===== config.mk =====
export PLATFORM = sky130hd
export DESIGN_NAME = decode
export DESIGN_NICKNAME = d
export VERILOG_FILES = /design/src/rtl/mips_pkg.sv /design/src/rtl/decode_regfile.sv /design/src/rtl/decode.sv
export SDC_FILE = /design/constraint.sdc
export NUM_CORES = 2
export LEC_CHECK = 0
export CAP_MARGIN = 20
export CORE_MARGIN = 8
export CORE_UTILIZATION = 60
export DETAILED_ROUTE_END_ITERATION = 16
export DONT_BUFFER_PORTS = 1
export PLACE_DENSITY = 0.73
export SLEW_MARGIN = 20
export SYNTH_ARGS = -nofsm -noshare
export SYNTH_HDL_FRONTEND = slang
export SYNTH_SLANG_ARGS = --single-unit

===== constraint.sdc =====
create_clock -name clock -period 4.8 [get_ports clock]
set_input_delay 1.44 -clock clock [delete_from_list [all_inputs] [get_ports clock]]
set_output_delay 1.44 -clock clock [all_outputs]
set_load 0.02 [all_outputs]

===== src/rtl/mips_pkg.sv =====
// Shared MIPS definitions: field widths, opcode/funct encodings and the ID/EX payload.
package mips_pkg;

  localparam int unsigned DATA_W   = 32;
  localparam int unsigned NUM_REGS = 32;
  localparam int unsigned REG_AW   = 5;
  localparam int unsigned OP_W     = 6;
  localparam int unsigned FN_W     = 6;
  localparam int unsigned SHAMT_W  = 5;
  localparam int unsigned IMM_W    = 16;
  localparam int unsigned TARGET_W = 26;

  localparam logic [OP_W-1:0] OP_RTYPE = 6'h00;
  localparam logic [OP_W-1:0] OP_J     = 6'h02;
  localparam logic [OP_W-1:0] OP_JAL   = 6'h03;
  localparam logic [OP_W-1:0] OP_BEQ   = 6'h04;
  localparam logic [OP_W-1:0] OP_BNE   = 6'h05;
  localparam logic [OP_W-1:0] OP_ADDI  = 6'h08;
  localparam logic [OP_W-1:0] OP_ANDI  = 6'h0C;
  localparam logic [OP_W-1:0] OP_XORI  = 6'h0E;
  localparam logic [OP_W-1:0] OP_LUI   = 6'h0F;
  localparam logic [OP_W-1:0] OP_LB    = 6'h20;
  localparam logic [OP_W-1:0] OP_LW    = 6'h23;
  localparam logic [OP_W-1:0] OP_LBU   = 6'h24;
  localparam logic [OP_W-1:0] OP_SB    = 6'h28;
  localparam logic [OP_W-1:0] OP_SW    = 6'h2B;

  localparam logic [FN_W-1:0] FN_JR = 6'h08;

  localparam logic [REG_AW-1:0] REG_ZERO = 5'd0;
  localparam logic [REG_AW-1:0] REG_RA   = 5'd31;
  localparam logic [DATA_W-1:0] NOP_INSN = 32'h0;

  typedef struct packed {
    logic                valid;
    logic [DATA_W-1:0]   pc;
    logic [OP_W-1:0]     opcode;
    logic [FN_W-1:0]     funct;
    logic [SHAMT_W-1:0]  shamt;
    logic [DATA_W-1:0]   rs_data;
    logic [DATA_W-1:0]   rt_data;
    logic [DATA_W-1:0]   imm_ext;
    logic [TARGET_W-1:0] target;
    logic [REG_AW-1:0]   dest;
    logic                reg_write;
    logic                mem_read;
    logic                mem_write;
  } idex_t;

  // Opcodes whose rt field is a source operand rather than a destination.
  function automatic logic reads_rt(input logic [OP_W-1:0] op);
    return op inside {OP_RTYPE, OP_SB, OP_SW, OP_BEQ, OP_BNE};
  endfunction

endpackage


===== src/rtl/decode_regfile.sv =====
// 32x32 register file: two async read ports with write-through bypass, one sync write port.
module decode_regfile
  import mips_pkg::*;
(
  input  logic              clock,
  input  logic              reset,
  input  logic [REG_AW-1:0] rs_addr,
  input  logic [REG_AW-1:0] rt_addr,
  input  logic              wb_en,
  input  logic [REG_AW-1:0] wb_reg,
  input  logic [DATA_W-1:0] wb_data,
  output logic [DATA_W-1:0] rs_rdata,
  output logic [DATA_W-1:0] rt_rdata
);

  logic [DATA_W-1:0] regs [NUM_REGS];

  always_ff @(posedge clock) begin
    if (reset) begin
      for (int i = 0; i < int'(NUM_REGS); i++) regs[i] <= '0;
    end else if (wb_en && wb_reg != REG_ZERO) begin
      regs[wb_reg] <= wb_data;
    end
  end

  // $0 is forced to zero; a write landing this cycle is forwarded to the reader.
  always_comb begin
    rs_rdata = regs[rs_addr];
    if (rs_addr == REG_ZERO)                 rs_rdata = '0;
    else if (wb_en && wb_reg == rs_addr)     rs_rdata = wb_data;

    rt_rdata = regs[rt_addr];
    if (rt_addr == REG_ZERO)                 rt_rdata = '0;
    else if (wb_en && wb_reg == rt_addr)     rt_rdata = wb_data;
  end

endmodule


===== src/rtl/decode.sv =====
// MIPS DECODE stage: field split, regfile read, control/immediate generation,
// load-use hazard detection and the ID/EX pipeline register.
module decode
  import mips_pkg::*;
(
  input  logic                clock,
  input  logic                reset,
  input  logic [DATA_W-1:0]   insn_in,
  input  logic [DATA_W-1:0]   pc_in,
  input  logic                insn_valid,
  input  logic                do_branch,
  input  logic                wb_en,
  input  logic [REG_AW-1:0]   wb_reg,
  input  logic [DATA_W-1:0]   wb_data,
  output logic                stall,
  output logic                valid_out,
  output logic [DATA_W-1:0]   pc_out,
  output logic [OP_W-1:0]     opcode_out,
  output logic [FN_W-1:0]     funct_out,
  output logic [SHAMT_W-1:0]  shamt_out,
  output logic [DATA_W-1:0]   rs_data,
  output logic [DATA_W-1:0]   rt_data,
  output logic [DATA_W-1:0]   imm_ext,
  output logic [TARGET_W-1:0] target_out,
  output logic [REG_AW-1:0]   dest_reg,
  output logic                reg_write,
  output logic                mem_read,
  output logic                mem_write
);

  idex_t idex_q, idex_d;

  logic              hazard;
  logic              issue;
  logic [DATA_W-1:0] insn_d;
  logic [DATA_W-1:0] rs_rdata, rt_rdata;

  logic [OP_W-1:0]   op_in;
  logic [REG_AW-1:0] rs_in, rt_in;

  logic [OP_W-1:0]    op;
  logic [REG_AW-1:0]  rs, rt, rd;
  logic [IMM_W-1:0]   imm;

  assign op_in = insn_in[31:26];
  assign rs_in = insn_in[25:21];
  assign rt_in = insn_in[20:16];

  // Load in ID/EX whose destination feeds the instruction now being decoded.
  assign hazard = idex_q.valid && idex_q.mem_read && (idex_q.dest != REG_ZERO) && insn_valid &&
                  ((idex_q.dest == rs_in) || ((idex_q.dest == rt_in) && reads_rt(op_in)));

  assign stall = hazard && !do_branch;
  assign issue = insn_valid && !do_branch && !hazard;

  // A bubble is decoded as the architectural NOP so every payload field comes out zero.
  assign insn_d = issue ? insn_in : NOP_INSN;

  assign op  = insn_d[31:26];
  assign rs  = insn_d[25:21];
  assign rt  = insn_d[20:16];
  assign rd  = insn_d[15:11];
  assign imm = insn_d[IMM_W-1:0];

  decode_regfile u_regfile (
    .clock    (clock),
    .reset    (reset),
    .rs_addr  (rs),
    .rt_addr  (rt),
    .wb_en    (wb_en),
    .wb_reg   (wb_reg),
    .wb_data  (wb_data),
    .rs_rdata (rs_rdata),
    .rt_rdata (rt_rdata)
  );

  always_comb begin
    idex_d         = '0;
    idex_d.valid   = issue;
    idex_d.pc      = issue ? pc_in : '0;
    idex_d.opcode  = op;
    idex_d.funct   = insn_d[5:0];
    idex_d.shamt   = insn_d[10:6];
    idex_d.rs_data = rs_rdata;
    idex_d.rt_data = rt_rdata;
    idex_d.target  = insn_d[TARGET_W-1:0];

    case (op)
      OP_RTYPE: begin
        idex_d.dest      = rd;
        idex_d.reg_write = (insn_d[5:0] != FN_JR);
      end
      OP_LB, OP_LW, OP_LBU: begin
        idex_d.dest      = rt;
        idex_d.reg_write = 1'b1;
        idex_d.mem_read  = 1'b1;
      end
      OP_SB, OP_SW: idex_d.mem_write = 1'b1;
      OP_JAL: begin
        idex_d.dest      = REG_RA;
        idex_d.reg_write = 1'b1;
      end
      OP_J, OP_BEQ, OP_BNE: ;
      default: begin
        if (op >= OP_ADDI && op <= OP_LUI) begin
          idex_d.dest      = rt;
          idex_d.reg_write = 1'b1;
        end
      end
    endcase

    if (idex_d.dest == REG_ZERO) idex_d.reg_write = 1'b0;

    if (op >= OP_ANDI && op <= OP_XORI)
      idex_d.imm_ext = DATA_W'(imm);
    else if (op == OP_LUI)
      idex_d.imm_ext = {imm, {(DATA_W-IMM_W){1'b0}}};
    else
      idex_d.imm_ext = {{(DATA_W-IMM_W){imm[IMM_W-1]}}, imm};
  end

  always_ff @(posedge clock) begin
    if (reset) idex_q <= '0;
    else       idex_q <= idex_d;
  end

  assign valid_out  = idex_q.valid;
  assign pc_out     = idex_q.pc;
  assign opcode_out = idex_q.opcode;
  assign funct_out  = idex_q.funct;
  assign shamt_out  = idex_q.shamt;
  assign rs_data    = idex_q.rs_data;
  assign rt_data    = idex_q.rt_data;
  assign imm_ext    = idex_q.imm_ext;
  assign target_out = idex_q.target;
  assign dest_reg   = idex_q.dest;
  assign reg_write  = idex_q.reg_write;
  assign mem_read   = idex_q.mem_read;
  assign mem_write  = idex_q.mem_write;

endmodule


Yosys cells after proc, flatten, opt, wreduce, memory -nomap -nowiden
Memory sizes are Yosys's and may differ from the RTL's. A register that Yosys moved wholly into a read port is not among the register bits.
Index checks and enable logic that the tools add are counted.

word-level totals
  bits of input ports = 106
  output and inout bits = 181
  logic and storage cells = 81
  memories = 1
  register bits = 116
  RAM bits = 1024

memories
  memory          depth  width  read ports  clocked after memory_dff  write ports  line                  RTL
  u_regfile.regs  32     32     2           2                         32           decode_regfile.sv:16  logic [DATA_W-1:0] regs [NUM_REGS];

cells by class
  reduce and logical (&&, ||, !) cells = 31
  bitwise gates (word level) = 1
  magnitude comparators = 4
  mux-type cells = 15
  equal/unequal tests = 17

operators by type and width
  cell                                                                count
  2-to-1 mux 32 bit                                                   2
  == test 6 bit (second input constant)                               7
  OR reduction 32 bit                                                 1
  2-to-1 mux 31 bit                                                   1
  == test 6 x 3 -> 1 bit (second input constant)                      4
  one-hot mux 6 bit (4 select lines)                                  1
  2-to-1 mux 16 bit                                                   1
  logical NOT 5 bit                                                   3
  nonzero test 5 bit                                                  3
  == test 6 x 2 -> 1 bit (second input constant)                      2
  greater-or-equal comparator 6 x 4 -> 1 bit (second input constant)  2
  <= comparator 6 x 4 -> 1 bit (second input constant)                2
  logical NOT 6 bit                                                   2
  OR reduction 2 bit                                                  6
  logical AND 1 bit                                                   11
  == test 5 bit                                                       2
  2-to-1 mux 1 bit                                                    8
  == test 6 x 4 -> 1 bit (second input constant)                      1
  2-to-1 mux 6 bit                                                    1
  inequality test 6 x 4 -> 1 bit (second input constant)              1
  2-to-1 mux 5 bit                                                    1
  OR reduction 5 bit                                                  1
  OR reduction 3 bit                                                  1
  logical NOT 1 bit                                                   2
  2 further kinds                                                     2

Logic depth before layout (Yosys ltp)
  depth after elaboration = 14
  depth in mapped cells = 13
  mapped depth without buffers = 9

Hierarchy
From an unflattened synthesis, not the netlist that was laid out.

second synthesis, totals
  cells, all modules = 4305
  area, all modules = 60420.4 sq um

by module, submodules not included
  module          area an instance (sq um)  instances  seq. area each (sq um)  cells an instance
  decode_regfile  55185.4                   1          30749.5                 3830
  decode          5235.0                    1          3383.2                  475

Worst setup path before layout
No wires, ideal clock.

  path type = input-to-output
  start point = in insn_in[21]
  end point = out stall
  slack = 606 ps
  path buffers = 1
  cell stages on the path = 6
  required time = 3360 ps
  arrival = 2754 ps
  cell sequence = buf_4 > xor2_1 > a211oi_1 > and2_2 > a21oi_1 > nor2_1

on the way
  longest elaborated chain between the ends = 4

ends and longest elaborated chain
  item               line          RTL
  from (decl)        decode.sv:8   input logic [DATA_W-1:0] insn_in,
  == test 5 bit      decode.sv:51  ((idex_q.dest == rs_in) || ((idex_q.dest == rt_in) && reads_rt(op_in)));
  logical OR 1 bit   decode.sv:51
  logical AND 1 bit  decode.sv:50  assign hazard = idex_q.valid && idex_q.mem_read && (idex_q.dest != REG_ZERO) && insn_valid &&
  logical AND 1 bit  decode.sv:53  assign stall = hazard && !do_branch;
  to (decl)          decode.sv:15  output logic stall,

No other way between the ends.

Worst setup path in the final report
  start point = in insn_in[16]
  end point = out stall

on the way
  longest elaborated chain between the ends = 5

ends and longest elaborated chain
  item               line
  == test 5 bit      decode.sv:51
  logical AND 1 bit  decode.sv:51
  logical OR 1 bit   decode.sv:51
  logical AND 1 bit  decode.sv:50
  logical AND 1 bit  decode.sv:53

No other way between the ends.

==> metrics.yaml <==
sta:
  rsz0062_at_grt: "false"
  maxSlewViolCount: 0
  tightest_slew_ps: 1290
  fmax_mhz: 224
  setup_tns_ps: 0
  setup_ws_ps: 333
  period_share: 0.931
  period_needed_ps: 4470
  hold_viol_final: 0
  setup_viol: 0
  slew_headroom: 0.138
  skew_ps: 23.8
run:
  cap_violations: 0
worst_hold_path:
  hold_class: "register to register"
place:
  dp_hpwl_um: 133000
  gp_congestion: 0.928
  dp_slack_ps: 92.9
  numPortBuffers: 0
  place_area_um2: 63400
  place_inst: 6515
setup_path:
  path_class: "input pin to primary output"
  crit_path_cell_trace: "xor2_1 > nor4_2 > and3_4 > a21oi_1 > nor2_1"
  critPathTopFamily: "simple AND/OR/NAND/NOR gates"
  cp-start-kind: "input pin"
  crit_path_top_delay_cell: "nor4_2"
  path_max_fanout: 260
  max_stage_delay_ps: 370
  crit_required_ps: 3360
  crit_buf_inv: 0
  crit_path_end_kind: "primary output"
  arrival_ps: 3030
power:
  pwr-share-comb: 0.088
  pwr-share-clk: 0.414
  cellPowerDensity_nw_per_um2: 362
  p_leak_nw: 23.7
  ir_drop_uv: 269
  sequentialPowerShare: 0.498
  intPower_mw: 18.5
  p_sw_frac: 0.246
  switchingPower_mw: 6.04
routing:
  totalWireLength_um: 233000
  drtIter0Drc: 9279
  viasPerCell: 7.38
  wire_per_inst_um: 34.4
  firstDrtPassIters: 7
  drc: 0
  ant_nets: 0
  vias: 49900
status:
  status: "finished clean"
global_route:
  grt_start_max_net_pins: 269
  use_met3: 0.145
  grt_pass1_vias: 48200
  grt-busiest-layer: "met2"
  grtUsageMet2: 0.570
  overflow: 0
  grt_use_met1: 0.512
  grt_pass1_wl_um: 328000
  antenna_found_initial: 17
  grt_usage: 0.397
cts:
  cts.repair.resized: 0
  clock_sinks: 1193
  cts_root_buf: "clkbuf_16"
  clk_latency_ps: 760
  postCtsSetupRepairBufs: 0
  numCtsBuffers: 130
  cts_tree: "yes"
  clk_path_buf_depth: 3
  clkTransAtPathRegs_ps: 60
  hold_buffers: 0
  htree_levels: 4
die:
  start_util: 0.604
  io_pins: 287
  fp.dieArea_um2: 113000
  coreArea_um2: 101000
  die_width_um: 336
  rows: 117
  floorplan.die.height_um: 336
synth:
  async_reset_ff_frac: 0
  synthTopCellsByArea: "edfxtp_1 50%, and2_1 11%, dfxtp_1 5.5%"
  synth_edf_count: 1024
  syn_inst: 5460
  yosys.area.top_type: "edfxtp_1"
  yosysMostFrequentCell: "and2_1"
  synth-warning-count: 0
  avgSynthCellArea_um2: 11.2
  netlist_area_um2: 61300
  synthFlopType: "edfxtp_1"
  synthDominantCellAreaShare: 0.502
  synth_common_cells: "1,056 x and2_1, 1,024 x edfxtp_1, 473 x clkbuf_1, 322 x mux2i_1, 279 x nand2_1"
  synth_seq_cells: 1193
  yosysSeqAreaShare: 0.557
  ys_types: 80
cells_and_area:
  syn_to_final_growth_pct: 10.5
  largest_register_ffs: 1024
  drive_gt1_frac: 0.125
  instances_no_fill: 6760
  fillers: 7367
  top_register: "u_regfile.regs"
  final_area_um2: 67700
  fin_nets: 5385
==> cells in the final DEF, fill, tap and decap left out, drive strengths merged, types with 166 or more instances in the layout <==
master and count:
and2 1057, edfxtp 1024, mux2i 322, nand2 281, buf 251, nor2 205, a21oi 200, clkbuf 196
o22ai 185, dfxtp 169, o21ai 169, a211oi 166
==> cell type report <==
type                       instances  area [µm²]  area share
inverter                           9        38.8    0.000573
timing repair buffer             251        2450      0.0362
antenna                            3        7.51    0.000111
clock buffer                     196        3750      0.0554
multi-input combinational       3694       25100       0.370
clock inverter                    46         533     0.00788
tap                             1368        1710      0.0253
sequential                      1193       34100       0.504
==> power groups by stage <==
stage	sequential, mW	combinational (mW)	clock, mW
after global routing	12.2	2.20	10.5
after floorplan	12.3	1.38	0
after detailed placement	12.4	2.03	0
after CTS	12.2	2.04	10.1
final	12.2	2.15	10.1
after global placement	12.4	1.99	0
==> metal layers <==
| layer | routed length [µm] | part of all wire |
|---|---|---|
| met5 | 33 | 0.00014 |
| met4 | 16000 | 0.069 |
| met3 | 38700 | 0.17 |
| met2 | 97700 | 0.42 |
| met1 | 80100 | 0.34 |
==> kinds of logic (layout without fill, tap and decap cells) <==
| family | count (synthesis) | count (layout) | share of synthesized area |
|---|---|---|---|
| XOR/XNOR | 17 | 17 | 0.00255 |
| multiplexers | 450 | 450 | 0.0765 |
| buffers and inverters | 604 | 502 | 0.0405 |
| AND/OR/NAND/NOR | 1886 | 1886 | 0.171 |
| flip-flops | 1193 | 1193 | 0.557 |
| other | 1 | 35 | 0.0000612 |
| AO/OA/AOI/OAI | 1309 | 1309 | 0.152 |
==> worst paths after layout <==
path | slack, ps | cells after the start | start | endpoint
setup / recovery | 330 | 5 | insn_in[16] | stall
setup reg to reg | 860 | 9 | dest_reg[1]$_SDFF_PP0_ | rt_data[10]$_SDFF_PP0_
hold reg to reg | 700 | 3 | u_regfile.regs[20][15]$_SDFFCE_PN0P_ | rt_data[15]$_SDFF_PP0_
hold / removal | 700 | 3 | u_regfile.regs[20][15]$_SDFFCE_PN0P_ | rt_data[15]$_SDFF_PP0_
==> worst register-to-register path, cell delays in order, from the launching register on <==
cell	delay (ps)
dfxtp_1	430
nor4_2	350
a211oi_1	180
a21oi_2	240
o21ai_4	170
nor2_4	800
buf_4	510
a211oi_1	100
or4_1	770
a22o_1	290
==> stage by stage <==
stage | hold slack [ps] | power (mW) | util
finish | 702 | 24.5 | 0.667
global route | 773 | 24.9 | 0.667
CTS | 699 | 24.3 | 0.667
detailed placement | 694 | 14.4 | 0.625
global placement | 681 | 14.4 | 0.625
floorplan | 592 | 13.6 | -
(Power assumes the default switching activity.)
